===== src/rtl/regfile_wb_arbiter.sv =====
// Writeback arbiter for the single register-file write port: ALU vs load results,
// pending-write scoreboard with issue stall, and redirection of r15 writes to the PC.
module regfile_wb_arbiter #(
    parameter int unsigned DATA_W     = 32,
    parameter int unsigned ADDR_W     = 4,
    parameter int unsigned STARVE_MAX = 3
) (
    input  logic              clk,
    input  logic              reset,
    input  logic              issue_valid,
    input  logic [ADDR_W-1:0] issue_addr,
    input  logic [ADDR_W-1:0] rd_addr1,
    input  logic [ADDR_W-1:0] rd_addr2,
    output logic              stall,
    input  logic              alu_valid,
    input  logic [ADDR_W-1:0] alu_addr,
    input  logic [DATA_W-1:0] alu_data,
    output logic              alu_ready,
    input  logic              mem_valid,
    input  logic [ADDR_W-1:0] mem_addr,
    input  logic [DATA_W-1:0] mem_data,
    output logic              mem_ready,
    output logic              rf_we,
    output logic [ADDR_W-1:0] rf_waddr,
    output logic [DATA_W-1:0] rf_wdata,
    output logic              pc_we,
    output logic [DATA_W-1:0] pc_wdata,
    output logic [14:0]       pending
);

    localparam logic [ADDR_W-1:0] PcAddr  = ADDR_W'(15);
    localparam int unsigned       NumAddr = 2 ** ADDR_W;

    logic [2:0]         starve_q, starve_d;
    logic [14:0]        pending_q, pending_d;
    logic [14:0]        set_vec, clr_vec;
    logic [NumAddr-1:0] pend_ext;
    logic               hit1, hit2, hit3;
    logic               alu_win, wb_any, wb_pc;
    logic [ADDR_W-1:0]  wb_addr;
    logic [DATA_W-1:0]  wb_data;

    // The PC slot has no scoreboard bit; zero-extend so any address indexes safely.
    assign pend_ext = {{(NumAddr - 15){1'b0}}, pending_q};

    assign hit1  = (rd_addr1 != PcAddr) & pend_ext[rd_addr1];
    assign hit2  = (rd_addr2 != PcAddr) & pend_ext[rd_addr2];
    assign hit3  = (issue_addr != PcAddr) & pend_ext[issue_addr];
    assign stall = issue_valid & (hit1 | hit2 | hit3);

    assign alu_win   = alu_valid & (~mem_valid | (starve_q == 3'(STARVE_MAX)));
    assign alu_ready = ~reset & alu_win;
    assign mem_ready = ~reset & mem_valid & ~alu_win;

    assign wb_any  = alu_ready | mem_ready;
    assign wb_addr = alu_ready ? alu_addr : mem_addr;
    assign wb_data = alu_ready ? alu_data : mem_data;
    assign wb_pc   = wb_addr == PcAddr;

    // A shift to bit 15 falls off the 15-bit vector, so r15 never touches the scoreboard.
    assign set_vec   = (issue_valid & ~stall) ? (15'(1) << issue_addr) : '0;
    assign clr_vec   = rf_we ? (15'(1) << rf_waddr) : '0;
    assign pending_d = (pending_q & ~clr_vec) | set_vec;
    assign pending   = pending_q;

    always_comb begin
        starve_d = starve_q;
        if (!alu_valid || alu_ready) begin
            starve_d = '0;
        end else if (starve_q != 3'(STARVE_MAX)) begin
            starve_d = starve_q + 3'd1;
        end
    end

    always_ff @(posedge clk or posedge reset) begin
        if (reset) begin
            starve_q  <= '0;
            pending_q <= '0;
            rf_we     <= 1'b0;
            rf_waddr  <= '0;
            rf_wdata  <= '0;
            pc_we     <= 1'b0;
            pc_wdata  <= '0;
        end else begin
            starve_q  <= starve_d;
            pending_q <= pending_d;
            rf_we     <= wb_any & ~wb_pc;
            pc_we     <= wb_any & wb_pc;
            if (wb_any && !wb_pc) begin
                rf_waddr <= wb_addr;
                rf_wdata <= wb_data;
            end
            if (wb_any && wb_pc) begin
                pc_wdata <= wb_data;
            end
        end
    end

endmodule


===== config.mk =====
export PLATFORM = sky130hd
export DESIGN_NAME = regfile_wb_arbiter
export DESIGN_NICKNAME = d
export VERILOG_FILES = /design/src/rtl/regfile_wb_arbiter.sv
export SDC_FILE = /design/constraint.sdc
export NUM_CORES = 1
export LEC_CHECK = 0
export ABC_CLOCK_PERIOD_IN_PS = 5600
export CORE_ASPECT_RATIO = 1.1
export CORE_MARGIN = 2
export CORE_UTILIZATION = 43
export DETAILED_ROUTE_END_ITERATION = 12
export PLACE_DENSITY_LB_ADDON = 0.12
export SLEW_MARGIN = 0
export SYNTH_ARGS = -nofsm -noshare
export SYNTH_HDL_FRONTEND = slang
export SYNTH_SLANG_ARGS = --single-unit

===== constraint.sdc =====
create_clock -name clk -period 5.6 [get_ports clk]
set_input_delay 1.4 -clock clk [delete_from_list [all_inputs] [get_ports clk]]
set_output_delay 1.4 -clock clk [all_outputs]
set_load 0.005 [all_outputs]

==> results of run 1 <==
[placed cells by master (no fill, tap or decap), types with 6 or more instances in the layout]
cell type,n
buf_4,7
nor2_1,42
nand2_1,50
o21ai_0,49
clkdlybuf4s50_1,176
a21oi_1,33
o31ai_2,8
clkbuf_8,9
mux2i_1,40
nand4_1,6
dfrtp_1,88
[routing by layer]
metal | vias to the layer above | track usage | wire length, µm
met2 | 126 | 0.369 | 5880
met4 | 0 | 0.0675 | 152
li1 | 1789 | - | -
met5 | - | 0 | 0
met3 | 14 | 0.0789 | 904
met1 | 1794 | 0.254 | 4660
[flip-flops by register name, summed over array words and instances, names as in the netlist]
name / count
pc_wdata: 32
pc_we: 1
pending: 15
rf_waddr: 4
rf_wdata: 32
rf_we: 1
starve_q: 3
[cells by family after synthesis]
logic type               count (synthesis)
adder cells (fa/ha/maj)                  2
buffers and inverters                   31
flip-flops                              88
AO/OA/AOI/OAI                          112
multiplexers                            51
XOR/XNOR                                 1
AND/OR/NAND/NOR                        123
[power groups by stage]
stage               clock network (W)  registers, W  logic, W
global route                 0.000481      0.000954  0.000853
CTS                          0.000453      0.000933  0.000797
finish                       0.000441      0.000931  0.000785
floorplan                           0      0.000914  0.000329
global placement                    0      0.000941  0.000774
detailed placement                  0      0.000945  0.000792
[worst max-delay path by stage]
stage / from / endpoint / slack (ps)
after CTS: issue_addr[0] / stall / 490
after global placement: issue_addr[0] / stall / 520
after global routing: issue_addr[0] / stall / 410
after floorplan: reset / alu_ready / 290
final: issue_addr[0] / stall / 490
after detailed placement: issue_addr[0] / stall / 490
[worst register-to-register path, cell delays in order, from the launching register on]
cell      delay, ps
dfrtp_1         410
ha_1            200
ha_1            260
nand2b_1        210
and4bb_2        280
nor3_4          180
buf_4           480
nor2_1          100
a31oi_1         160
[layout make-up]
cell class                      count  area share
Clock inverter                      6      0.0107
Timing Repair Buffer              183       0.288
Inverter                            6     0.00378
Multi-Input combinational cell    289       0.303
Clock buffer                       10      0.0203
Sequential cell                    88       0.350
Tap cell                          117      0.0233
[stage by stage]
step                power, W  utilization  instance area [µm²]  cells
global route         0.00229        0.666                 6290    699
global placement     0.00172        0.645                 6090    683
finish               0.00216        0.666                 6290    699
detailed placement   0.00174        0.645                 6090    683
CTS                  0.00218        0.666                 6290    699
floorplan            0.00124            -                 4230    408
==> results.py, run 1 <==
metrics = {
    "route": {
        "first_pass_iters": 4,
        "vias": 3723,
        "postRouteAntennaNets": 0,
        "drc": 0,
        "drtIter0Drc": 150,
        "wl_per_cell_um": 16.6,
        "vias_per_cell": 5.33,
        "totalWireLength_um": 11600,
    },
    "worst_setup_path": {
        "cp_num_buf_inv": 2,
        "cp_top_family": "buffers and inverters",
        "slowest_stage": "mux4_2",
        "reg2reg_depth": 8,
        "worst_setup_path_end_kind": "output port",
        "worstPathArrival_ps": 3710,
        "worst_r2r_endpoint": "rf_waddr[0]$_DFFE_PP0P_",
        "path_max_fanout": 8,
        "crit_type": "input port to output port",
        "worst_path_largest_cell_delay_ps": 590,
        "path_common_cell": "clkdlybuf4s50_1",
        "cp.depth": 7,
        "r2r-start": "starve_q[0]$_DFFE_PP0P_",
        "worstPathCellList": "clkdlybuf4s50_1 > mux2_2 > mux4_2 > nand2_1 > o21ai_0 > o21a_1 > clkdlybuf4s50_1",
        "startpoint_type": "input port",
        "critical_path_required_ps": 4200,
        "regToRegSetupSlack_ps": 3230,
    },
    "synth": {
        "netlist_area_mm2": 0.00423,
        "synthMuxAreaShare": 0.142,
        "synth_edf_count": 0,
        "syn-num-nets": 499,
        "ys_async_sr_fraction": 1.00,
        "synth_adder_area_share": 0.00592,
        "synth-simple-area-share": 0.131,
        "synth_cell_type_count": 40,
        "synth_compound_area_frac": 0.166,
        "ys_seq_elements": 88,
        "ys_warn_count": 0,
        "synth_top_area_frac": 0.521,
        "synth_top_family_by_area": "compound AO/OA/AOI/OAI gates",
        "yosysSeqAreaShare": 0.521,
        "post-synth-top-area-cell": "dfrtp_1",
        "synth_top_flop_cell": "dfrtp_1",
        "synth_most_common_cell": "dfrtp_1",
        "synthTopCellsByArea": "dfrtp_1, mux2i_1, o21ai_0",
        "syn_inst": 408,
        "synth_common_cells": "dfrtp_1, nand2_1, o21ai_0",
        "synth_xor_area_frac": 0.00207,
        "avgSynthCellArea_um2": 10.4,
    },
    "finish": {
        "layout-drive-gt1-share": 0.0842,
        "seqCellArea_mm2": 0.00220,
        "multi_input_area_mm2": 0.00191,
        "final_nets": 668,
        "diodes": 0,
        "nFillCells": 784,
        "area_delta_synth_final_pct": 48.9,
    },
    "sta": {
        "hold_violations": 0,
        "slew_headroom": 0.395,
        "post-route-min-period_ps": 5110,
        "clock_skew_ps": 9.26,
        "max_freq_mhz": 196,
        "slew_viol_final": 0,
        "fin_setup_tns_ps": 0,
        "rsz0062_at_grt": "false",
        "tightest_slew_ps": 908,
        "fin_ws_ps": 493,
        "setup_viol": 0,
        "holdWs_ps": 483,
        "finalCritPeriodShare": 0.912,
    },
    "global_routing": {
        "grt_usage": 0.216,
        "grt_pass1_vias": 3730,
        "overflow": 0,
        "grt_start_max_net_pins": 75,
        "grt_antenna_before_repair": 0,
        "grt_first_pass_wirelength_um": 18300,
    },
    "run": {
        "maxCapViolCount": 0,
    },
    "worst_hold_path": {
        "hold_start": "pc_wdata[29]$_DFFE_PP0P_",
        "holdPathStages": 2,
        "hold_class": "flip-flop to flip-flop",
        "holdPathEnd": "pc_wdata[29]$_DFFE_PP0P_",
    },
    "die": {
        "rows": 37,
        "ioPinCount": 177,
        "core_area_mm2": 0.00944,
        "fp.dieW_um": 98.5,
        "dieArea_mm2": 0.0106,
        "die-height_um": 108,
        "start_util": 0.447,
    },
    "power_and_ir_drop": {
        "leakage_nw": 2.73,
        "seq_power_share": 0.432,
        "p_comb_frac": 0.364,
        "p_int_w": 0.00148,
        "p_sw_w": 0.000680,
        "swShare": 0.315,
        "p_per_area_mw_per_mm2": 343,
        "ir_drop_v": 0.000168,
        "clockPowerShare": 0.204,
    },
    "clock_network": {
        "clock-sinks": 88,
        "cts_resized": 0,
        "clock_latency_ps": 360,
        "postCtsHoldBufs": 0,
        "htree_levels": 3,
        "cts_tree": "done",
        "clk_path_buf_depth": 2,
        "post-cts-setup-buffers": 0,
        "cts_buffers": 9,
        "path_clk_slew_ps": 80,
        "clock-root-buffer": "clkbuf_8",
    },
    "outcome": {
        "outcome": "finished, final reports clean",
    },
    "place": {
        "dpl.hpwl_um": 8600,
        "pre_cts_ws_ps": 494,
        "gp_congestion": 0.889,
        "port-buffer-count": 176,
    },
}
Note: power is estimated with default switching activity, not from simulation.
==> run 2, diff against run 1 <==
Settings changed: HOLD_SLACK_MARGIN set to 0.05, SLEW_MARGIN 0 to not set.
==> results of run 2 <==
No change in the layout: final DEF, timing and power equal those of run 1.
